`src/rtl/pipe_adder_pkg.sv`:
```
// Shared definitions for the pipelined add/subtract unit: mode encoding and
// slice-width derivation helpers.
package pipe_adder_pkg;

    typedef enum logic {
        MODE_ADD = 1'b0,
        MODE_SUB = 1'b1
    } mode_e;

    localparam int unsigned DEFAULT_WIDTH  = 32;
    localparam int unsigned DEFAULT_STAGES = 4;

    // Bits handled by each pipeline slice.
    function automatic int unsigned chunk_width(input int unsigned width,
                                                input int unsigned stages);
        return (stages == 0) ? 0 : width / stages;
    endfunction

    // Legal split: at least one slice and an even carry-chain partition.
    function automatic bit split_ok(input int unsigned width,
                                    input int unsigned stages);
        return (stages >= 1) && ((width % stages) == 0);
    endfunction

endpackage

```
`src/rtl/pipe_adder_stage.sv`:
```
// One registered slice of the carry chain: adds its CHUNK bits with the
// incoming carry and forwards operands, partial result and carry downstream.
module pipe_adder_stage
    import pipe_adder_pkg::*;
#(
    parameter int unsigned WIDTH = DEFAULT_WIDTH,
    parameter int unsigned CHUNK = 8,
    parameter int unsigned POS   = 0
) (
    input  logic             clk,
    input  logic             rstn,
    input  logic             up_valid,
    input  logic             ready,
    input  logic [WIDTH-1:0] a_in,
    input  logic [WIDTH-1:0] b_in,
    input  logic [WIDTH-1:0] res_in,
    input  logic             carry_in,
    output logic             valid,
    output logic [WIDTH-1:0] a_out,
    output logic [WIDTH-1:0] b_out,
    output logic [WIDTH-1:0] res_out,
    output logic             carry_out,
    output logic             ovf,
    output logic             zero
);

    localparam int unsigned LO = POS * CHUNK;
    localparam int unsigned CW = CHUNK + 1;

    logic [CHUNK-1:0] a_chunk;
    logic [CHUNK-1:0] b_chunk;
    logic [CHUNK-1:0] s_chunk;
    logic [CW-1:0]    chunk_sum;
    logic [WIDTH-1:0] res_d;
    logic             msb_carry_in;
    logic             ovf_d;
    logic             zero_d;
    logic             load;

    assign a_chunk   = a_in[LO +: CHUNK];
    assign b_chunk   = b_in[LO +: CHUNK];
    assign chunk_sum = CW'(a_chunk) + CW'(b_chunk) + CW'(carry_in);
    assign s_chunk   = chunk_sum[CHUNK-1:0];

    // Carry into the slice's top bit, recovered from that bit's sum.
    assign msb_carry_in = a_chunk[CHUNK-1] ^ b_chunk[CHUNK-1] ^ s_chunk[CHUNK-1];
    assign ovf_d        = msb_carry_in ^ chunk_sum[CHUNK];

    always_comb begin
        res_d              = res_in;
        res_d[LO +: CHUNK] = s_chunk;
    end

    assign zero_d = (res_d == '0);
    assign load   = up_valid && ready;

    // Slice register; ovf/zero are meaningful only in the most significant slice.
    always_ff @(posedge clk) begin
        if (!rstn) begin
            valid     <= 1'b0;
            a_out     <= '0;
            b_out     <= '0;
            res_out   <= '0;
            carry_out <= 1'b0;
            ovf       <= 1'b0;
            zero      <= 1'b0;
        end else begin
            if (ready) begin
                valid <= up_valid;
            end
            if (load) begin
                a_out     <= a_in;
                b_out     <= b_in;
                res_out   <= res_d;
                carry_out <= chunk_sum[CHUNK];
                ovf       <= ovf_d;
                zero      <= zero_d;
            end
        end
    end

endmodule

```
`src/rtl/pipe_adder.sv`:
```
// Pipelined add/subtract unit: STAGES registered carry-chain slices with
// valid/ready flow control, producing sum plus carry/overflow/zero flags.
module pipe_adder
    import pipe_adder_pkg::*;
#(
    parameter int unsigned WIDTH  = DEFAULT_WIDTH,
    parameter int unsigned STAGES = DEFAULT_STAGES
) (
    input  logic             clk,
    input  logic             rstn,
    input  logic             in_valid,
    output logic             in_ready,
    input  logic [WIDTH-1:0] a,
    input  logic [WIDTH-1:0] b,
    input  logic             sub,
    output logic             out_valid,
    input  logic             out_ready,
    output logic [WIDTH-1:0] sum,
    output logic             cout,
    output logic             ovf,
    output logic             zero
);

    localparam int unsigned CHUNK = chunk_width(WIDTH, STAGES);

    if (!split_ok(WIDTH, STAGES)) begin : g_bad_split
        $error("pipe_adder: STAGES must be >= 1 and divide WIDTH");
    end

    mode_e             mode;
    logic [STAGES-1:0] valid_vec;
    logic [STAGES-1:0] up_vec;
    logic [STAGES:0]   ready_vec;

    logic [WIDTH-1:0]  stage_a     [STAGES+1];
    logic [WIDTH-1:0]  stage_b     [STAGES+1];
    logic [WIDTH-1:0]  stage_res   [STAGES+1];
    logic              stage_carry [STAGES+1];
    logic              stage_ovf   [STAGES];
    logic              stage_zero  [STAGES];

    assign mode = mode_e'(sub);

    // Slice 0 sees the inverted subtrahend and a carry-in of one for a-b.
    assign stage_a[0]     = a;
    assign stage_b[0]     = (mode == MODE_SUB) ? ~b : b;
    assign stage_res[0]   = '0;
    assign stage_carry[0] = (mode == MODE_SUB);

    // Upstream valid for each slice.
    always_comb begin
        up_vec    = '0;
        up_vec[0] = in_valid;
        for (int k = 1; k < int'(STAGES); k++) begin
            up_vec[k] = valid_vec[k-1];
        end
    end

    // A slice may load when it is empty or its contents move on this cycle.
    always_comb begin
        ready_vec         = '0;
        ready_vec[STAGES] = out_ready;
        for (int k = int'(STAGES) - 1; k >= 0; k--) begin
            ready_vec[k] = !valid_vec[k] || ready_vec[k+1];
        end
    end

    assign in_ready = ready_vec[0];

    for (genvar k = 0; k < STAGES; k++) begin : g_stage
        pipe_adder_stage #(
            .WIDTH (WIDTH),
            .CHUNK (CHUNK),
            .POS   (k)
        ) u_stage (
            .clk       (clk),
            .rstn      (rstn),
            .up_valid  (up_vec[k]),
            .ready     (ready_vec[k]),
            .a_in      (stage_a[k]),
            .b_in      (stage_b[k]),
            .res_in    (stage_res[k]),
            .carry_in  (stage_carry[k]),
            .valid     (valid_vec[k]),
            .a_out     (stage_a[k+1]),
            .b_out     (stage_b[k+1]),
            .res_out   (stage_res[k+1]),
            .carry_out (stage_carry[k+1]),
            .ovf       (stage_ovf[k]),
            .zero      (stage_zero[k])
        );
    end

    assign out_valid = valid_vec[STAGES-1];
    assign sum       = stage_res[STAGES];
    assign cout      = stage_carry[STAGES];
    assign ovf       = stage_ovf[STAGES-1];
    assign zero      = stage_zero[STAGES-1];

endmodule
```
`config.mk`:
```
export PLATFORM = sky130hd
export DESIGN_NAME = pipe_adder
export DESIGN_NICKNAME = d
export VERILOG_FILES = /design/src/rtl/pipe_adder_pkg.sv /design/src/rtl/pipe_adder_stage.sv /design/src/rtl/pipe_adder.sv
export SDC_FILE = /design/constraint.sdc
export NUM_CORES = 1
export LEC_CHECK = 0
export CAP_MARGIN = 20
export CELL_PAD_IN_SITES_DETAIL_PLACEMENT = 1
export CELL_PAD_IN_SITES_GLOBAL_PLACEMENT = 1
export CORE_MARGIN = 2
export CORE_UTILIZATION = 42
export DETAILED_ROUTE_END_ITERATION = 12
export PLACE_DENSITY = 0.79
export SLEW_MARGIN = 20
export SYNTH_ARGS = -nofsm -noshare
export SYNTH_HDL_FRONTEND = slang
export SYNTH_SLANG_ARGS = --single-unit
```
`constraint.sdc`:
```
create_clock -name clk -period 3.7 [get_ports clk]
set_clock_uncertainty 0.05 [all_clocks]
set_input_delay 0.925 -clock clk [delete_from_list [all_inputs] [get_ports clk]]
set_output_delay 0.925 -clock clk [all_outputs]
set_load 0.1 [all_outputs]
```
==> impl_metrics.csv, run 1 <==
group,metric,value,unit
min_path,path_category_of_the_worst_min_delay_check,"register to register",
clock_tree,worst_setup_hold_path_clk_slew,0.07,ns
global_route,maximum_number_of_pins_on_one_net_before_global_route_repair,73,
global_route,overflow,0,
layout,fraction_of_layout_instances_using_a_drive_strength_above_1,9.09,%
floorplanning,chipHeight,146,um
place,dp_slack,0.286,ns
global_route,number_of_global_route_vias_before_repair,6876,
synth,net_count_synth,1083,
clock_tree,cts_buffers,17,
pwr,total_switching_power,1.17,mW
clock_tree,cts.htree.levels,4,
synth,synth_top_cell_area_share,43.8,%
drt,count_of_unresolved_drc_violations_after_routing,0,
clock_tree,ctsHoldBuffers,0,
synth,synth_seq_area_share,43.8,%
pwr,cellInternalPower,3.26,mW
timing,fin_crit_sh,82.0,%
pwr,clockPowerShare,41.0,%
layout,nFillCells,2384,
clock_tree,clk-insertion-delay-late,0.44,ns
place,place.detailed.hpwl,14700,um
synth,synth_flop_cell,"dfxtp_1",
synth,synth_cells,979,
timing,slew_headroom,34.7,%
layout,mostFrequentLayoutCell,"nand2_1",
pwr,p_seq_share,47.9,%
pwr,post-layout-total-power,4.44,mW
critical_path,timing.critical_path.to_type,"primary output",
floorplanning,fp.dieArea,21400,um^2
synth,synth_seq_cells,186,
synth,yosysWarnings,0,
timing,fin_hold_ws,0.401,ns
drt,routed_via_density,5.06,
timing,final_critical_path_setup_slack,0.667,ns
synth,synth_cell_types,54,
layout,flow.area_growth_from_synthesis,20.4,%
floorplanning,die_w,146,um
place,gp_routability_congestion,0.778,
pwr,power_per_cell_area,434,nW/um^2
timing,slew_viol_final,0,
synth,netlist.top_cell.by_area,"dfxtp_1",
timing,worst_slew_pin_slew,0.980,ns
floorplanning,start_util,42.4,%
drt,routed_wl,20400,um
timing,timing.final.hold_violations,0,
timing,timing.fmax,330,MHz
clock_tree,cts-root-buf,"clkbuf_16",
clock_tree,cts-root-to-sink-buffers,2,
flow_run,timing.max_cap.violations,0,
floorplanning,placement_rows,52,
drt,drt_iter0_drc,339,
layout,insertedDiodeCount,0,
drt,vias,6768,
global_route,grt_resource_usage_total,19.8,%
pwr,ir_drop,313,uV
timing,setup-violations-final,0,
floorplanning,boundaryPins,106,
critical_path,critical_path_class,"primary input to primary output",
critical_path,crit_fanout,8,
clock_tree,cts_setup_buffers,0,
pwr,power.share.combinational,11.1,%
place,portBuffers,105,
clock_tree,cts_tree,"built",
global_route,antenna_violations_before_repair,0,
run_status,run_status,"finished clean",
synth,netlist_area_before_placement,8490,um^2
clock_tree,cts_repair_resize_count,0,
timing,grt_setup_unrepaired,"false",
synth,postSynth.asyncResetShare,0,%
pwr,switching_share,26.5,%
global_route,grt_first_pass_wirelength,34500,um
drt,first_pass_iters,4,
critical_path,type_of_origin_of_the_critical_path,"primary input",
critical_path,crit_required,2.72,ns
clock_tree,clock_sink_total,186,
layout,commonest_cells_after_routing_fill_and_taps_aside,"nand2_1, dfxtp_1, a21boi_0",
drt,post_drt_wl_per_cell,15.3,um
timing,final_layout_setup_total_negative_slack,0,ns
timing,min_period,3.03,ns
synth,yosys-top-cells-area,"dfxtp_1, nand2_1, a21boi_0",
critical_path,worst-endpoint-arrival,2.06,ns
synth,synth-edff-count,0,
synth,synth.avg_cell_area,8.67,um^2
layout,final_nets,1158,
floorplanning,fp.coreArea,20000,um^2
pwr,power.static_leakage,4.15,nW
drt,drt.antenna.violating_nets,0,
kinds of logic after synthesis:
logic type	count (synthesis)	share of synthesized area (%)
compound gates	233	20.9
xor+xnor	48	4.95
fa+ha+maj	35	5.78
buf+inv	86	4.70
flops	186	43.8
mux	2	0.295
simple gates	389	19.6
synthesized netlist by cell type (all sizes together) (2+ instances only):
master and number:
a21boi 131, a21o 7, a21oi 13, a311oi 4, a31oi 2, and2 11
and3 2, buf 24, clkbuf 44, dfxtp 186, fa 7, ha 28
inv 18, nand2 305, nand2b 3, nand3 21, nand3b 4, nand4 5
nor2 8, nor2b 6, nor3 3, nor4 5, nor4b 2, o211a 33
o211ai 4, o21a 5, o21ai 18, o21bai 4, o22ai 2, o31ai 3
or3 8, xnor2 36, xor2 12
path summary, 6_finish.rpt:
kind                            cells after the start                             to  slack (ns)                          start
worst min-delay path                                2  g_stage[1].u_stage.res_out[3]        0.40  g_stage[0].u_stage.res_out[3]
worst max-delay path                                5                       in_ready        0.67                      out_ready
worst min register to register                      2  g_stage[1].u_stage.res_out[3]        0.40  g_stage[0].u_stage.res_out[3]
worst max register to register                      9        g_stage[3].u_stage.zero        0.81   g_stage[2].u_stage.b_out[24]
sequential cells by signal, indices dropped and copies added (netlist names):
register / cells
g_stage.u_stage.valid: 4
g_stage.u_stage.zero: 1
g_stage.u_stage.ovf: 1
g_stage.u_stage.b_out: 48
g_stage.u_stage.carry_out: 4
g_stage.u_stage.res_out: 80
g_stage.u_stage.a_out: 48
per-layer routing:
layer | routed length [um] | track usage, % | up-vias
met2 | 9240 | 31.7 | 113
met3 | 680 | 3.25 | 26
met5 | 0 | 0 | -
met4 | 421 | 7.33 | 0
met1 | 10100 | 27.1 | 3185
li1 | - | - | 3444
power groups by stage:
stage | Clock, mW | Sequential, mW | Combinational [mW]
floorplan | 0 | 2.17 | 0.312
global placement | 0 | 2.17 | 0.479
detailed placement | 0 | 2.17 | 0.491
CTS | 1.86 | 2.12 | 0.496
global route | 1.95 | 2.13 | 0.544
finish | 1.82 | 2.12 | 0.492
worst max-delay path: stages:
cell and delay (ns):
clkdlybuf4s50_1 0.39, nor2b_1 0.13, buf_4 0.20, nand4_4 0.17, buf_12 0.23
per-stage QoR:
| step | utilization, % | area [um^2] | cells |
|---|---|---|---|
| after floorplan | - | 8490 | 979 |
| after global placement | 48.1 | 9640 | 1305 |
| after detailed placement | 48.1 | 9640 | 1305 |
| after CTS | 51.0 | 10200 | 1337 |
| after global routing | 51.0 | 10200 | 1337 |
| final | 51.0 | 10200 | 1337 |
area by class of cell:
class	instances	area, um^2	share of cell area, %
Clock buffer	17	425	4.16
Clock inverter	15	156	1.53
Inverter	18	67.6	0.661
Multi-Input combinational cell	707	4380	42.9
Sequential cell	186	3720	36.4
Tap cell	270	338	3.30
Timing Repair Buffer	124	1130	11.1
No activity file was read; power rests on OpenSTA's default activity.
==> run 2: changes to the inputs <==
Settings changed: CORE_UTILIZATION 42 to 38, PLACE_DENSITY 0.79 to 0.75.
Clock period 3.7 ns to 2.6 ns, I/O delays scaled along.
==> run 2 against run 1 <==
- clock power up 59%
- cell area up 2.6%
- count of clock-buffer cells in the layout up 1
- final cell count up 2.2%
- core utilization down 3.1 points
- power up 50%
- combinational power up 49%
- via count up 0.56%
- wire length up 0.98%
- critical endpoint is now g_stage[0].u_stage.res_out[6]
- non-clock buffer count up 19
- critical path depth up 4
==> impl_metrics.csv, run 2 (synthesis gave the netlist of run 1 again) <==
group,metric,value,unit
timing,final_layout_setup_total_negative_slack,0,ns
global_route,grt_resource_usage_total,18.0,%
clock_tree,cts.htree.levels,4,
critical_path,critical_path_class,"primary input to register",
layout,flow.area_growth_from_synthesis,23.6,%
critical_path,regToRegStartpoint,"g_stage[2].u_stage.carry_out",
drt,routed_wl,20600,um
global_route,number_of_global_route_vias_before_repair,6843,
clock_tree,cts_setup_buffers,0,
drt,post_drt_wl_per_cell,15.1,um
critical_path,cell_count_of_the_worst_reg_to_reg_path,10,
layout,insertedDiodeCount,0,
critical_path,worst-endpoint-arrival,2.75,ns
critical_path,crit_required,2.87,ns
clock_tree,cts_buffers,17,
clock_tree,cts-root-buf,"clkbuf_16",
layout,mostFrequentLayoutCell,"nand2_1",
drt,first_pass_iters,4,
clock_tree,ctsHoldBuffers,0,
critical_path,type_of_origin_of_the_critical_path,"primary input",
clock_tree,cts-root-to-sink-buffers,2,
layout,fraction_of_layout_instances_using_a_drive_strength_above_1,11.1,%
pwr,power_per_cell_area,634,nW/um^2
clock_tree,cts_tree,"built",
global_route,overflow,0,
layout,final_nets,1177,
timing,min_period,2.48,ns
drt,routed_via_density,4.98,
clock_tree,clk-insertion-delay-late,0.43,ns
min_path,path_category_of_the_worst_min_delay_check,"register to register",
global_route,antenna_violations_before_repair,0,
critical_path,crit_fanout,2,
pwr,power.static_leakage,4.29,nW
place,portBuffers,105,
min_path,hold_wc_startpoint,"g_stage[0].u_stage.a_out[26]",
drt,drt_iter0_drc,291,
floorplanning,placement_rows,54,
floorplanning,die_w,153,um
min_path,hold_depth,2,
drt,drt.antenna.violating_nets,0,
layout,commonest_cells_after_routing_fill_and_taps_aside,"nand2_1, dfxtp_1, a21boi_0",
global_route,grt_first_pass_wirelength,34700,um
drt,vias,6806,
layout,registers.top_by_ff_count,"g_stage.u_stage.res_out",
timing,setup-violations-final,0,
timing,timing.fmax,403,MHz
timing,slew_viol_final,0,
timing,final_critical_path_setup_slack,0.120,ns
timing,fin_crit_sh,95.4,%
clock_tree,worst_setup_hold_path_clk_slew,0.07,ns
critical_path,timing.critical_path.to_type,"register",
floorplanning,fp.coreArea,21900,um^2
floorplanning,boundaryPins,106,
timing,grt_setup_unrepaired,"false",
timing,timing.final.hold_violations,0,
floorplanning,chipHeight,153,um
place,gp_routability_congestion,0.803,
critical_path,regToRegSetupSlack,0.20,ns
critical_path,crit-reg2reg-capture,"g_stage[3].u_stage.zero",
floorplanning,fp.dieArea,23600,um^2
run_status,run_status,"finished clean",
pwr,ir_drop,400,uV
place,dp_slack,-0.327,ns
min_path,timing.hold.worst_endpoint,"g_stage[1].u_stage.a_out[26]",
flow_run,timing.max_cap.violations,0,
layout,reg_top3,"g_stage.u_stage.res_out x80, g_stage.u_stage.a_out x48, g_stage.u_stage.b_out x48",
floorplanning,start_util,38.8,%
place,place.detailed.hpwl,15200,um
clock_tree,clock_sink_total,186,
drt,count_of_unresolved_drc_violations_after_routing,0,
timing,slew_headroom,58.6,%
layout,largest_reg_flops,80,
timing,worst_slew_pin_slew,0.622,ns
global_route,maximum_number_of_pins_on_one_net_before_global_route_repair,68,
## run 2: changes by cell type in the layout (fill, tap and decap cells not counted), sizes merged
| cell | change |
|---|---|
| clkinvlp | -2 |
| bufinv | +4 |
| clkbuf | +1 |
| clkinv | -1 |
| inv | -2 |
| buf | +19 |
## run 2: repair_timing
item | in CTS | in global routing
endpoints found under the hold margin | 0 | 0
endpoints found under the setup margin | 0 | 1
resized for setup | 0 | 3
## run 2: how the worst max path moves through the flow
stage	from	end	cells past startpoint
floorplan	sub	g_stage[0].u_stage.res_out[6]	10
global placement	b[0]	g_stage[0].u_stage.res_out[6]	9
detailed placement	b[0]	g_stage[0].u_stage.res_out[6]	9
CTS	g_stage[2].u_stage.carry_out	g_stage[3].u_stage.zero	10
global route	g_stage[0].u_stage.carry_out	g_stage[1].u_stage.carry_out	9
finish	b[0]	g_stage[0].u_stage.res_out[6]	9
## run 2: critical path, cell delays in order
cell and delay, ns:
clkdlybuf4s50_1 0.51, mux2_4 0.33, fa_2 0.34, a21o_1 0.18
a21oi_2 0.17, o21bai_1 0.08, a21o_1 0.19, mux2i_1 0.11
a31o_1 0.19
## run 2: cell type report
cell class              instances  area, um^2
well taps                     280         350
repair buffers                143        1290
flip-flops and latches        186        3720
clock buffers                  18         429
inverters                      18        67.6
fillers                      2574       11400
clock inverters                14         231
multi-input cells             707        4400
## run 2: through the flow
stage | utilization [%] | power (mW) | instance area, um^2 | cells | hold WS, ns
after floorplan | - | 3.54 | 8500 | 979 | 0.381
after global placement | 44.8 | 3.81 | 9820 | 1334 | 0.391
final | 47.9 | 6.66 | 10500 | 1366 | 0.405
after CTS | 47.9 | 6.73 | 10500 | 1366 | 0.408
after detailed placement | 44.8 | 3.83 | 9820 | 1334 | 0.398
after global routing | 47.9 | 6.94 | 10500 | 1366 | 0.430
## run 2: routing by layer
layer / global-route usage [%] / routed length, um / up-vias
li1: - / - / 3485
met1: 24.1 / 10100 / 3198
met2: 30.2 / 9650 / 104
met3: 2.62 / 572 / 19
met4: 5.55 / 293 / 0
met5: 0 / 0 / -
## run 2: report_power, final
part	leakage (nW)	internal, mW	switching [mW]
combinational	2.45	0.361	0.372
sequential	1.52	2.95	0.0705
clock	0.322	1.73	1.16
total	4.29	5.05	1.61
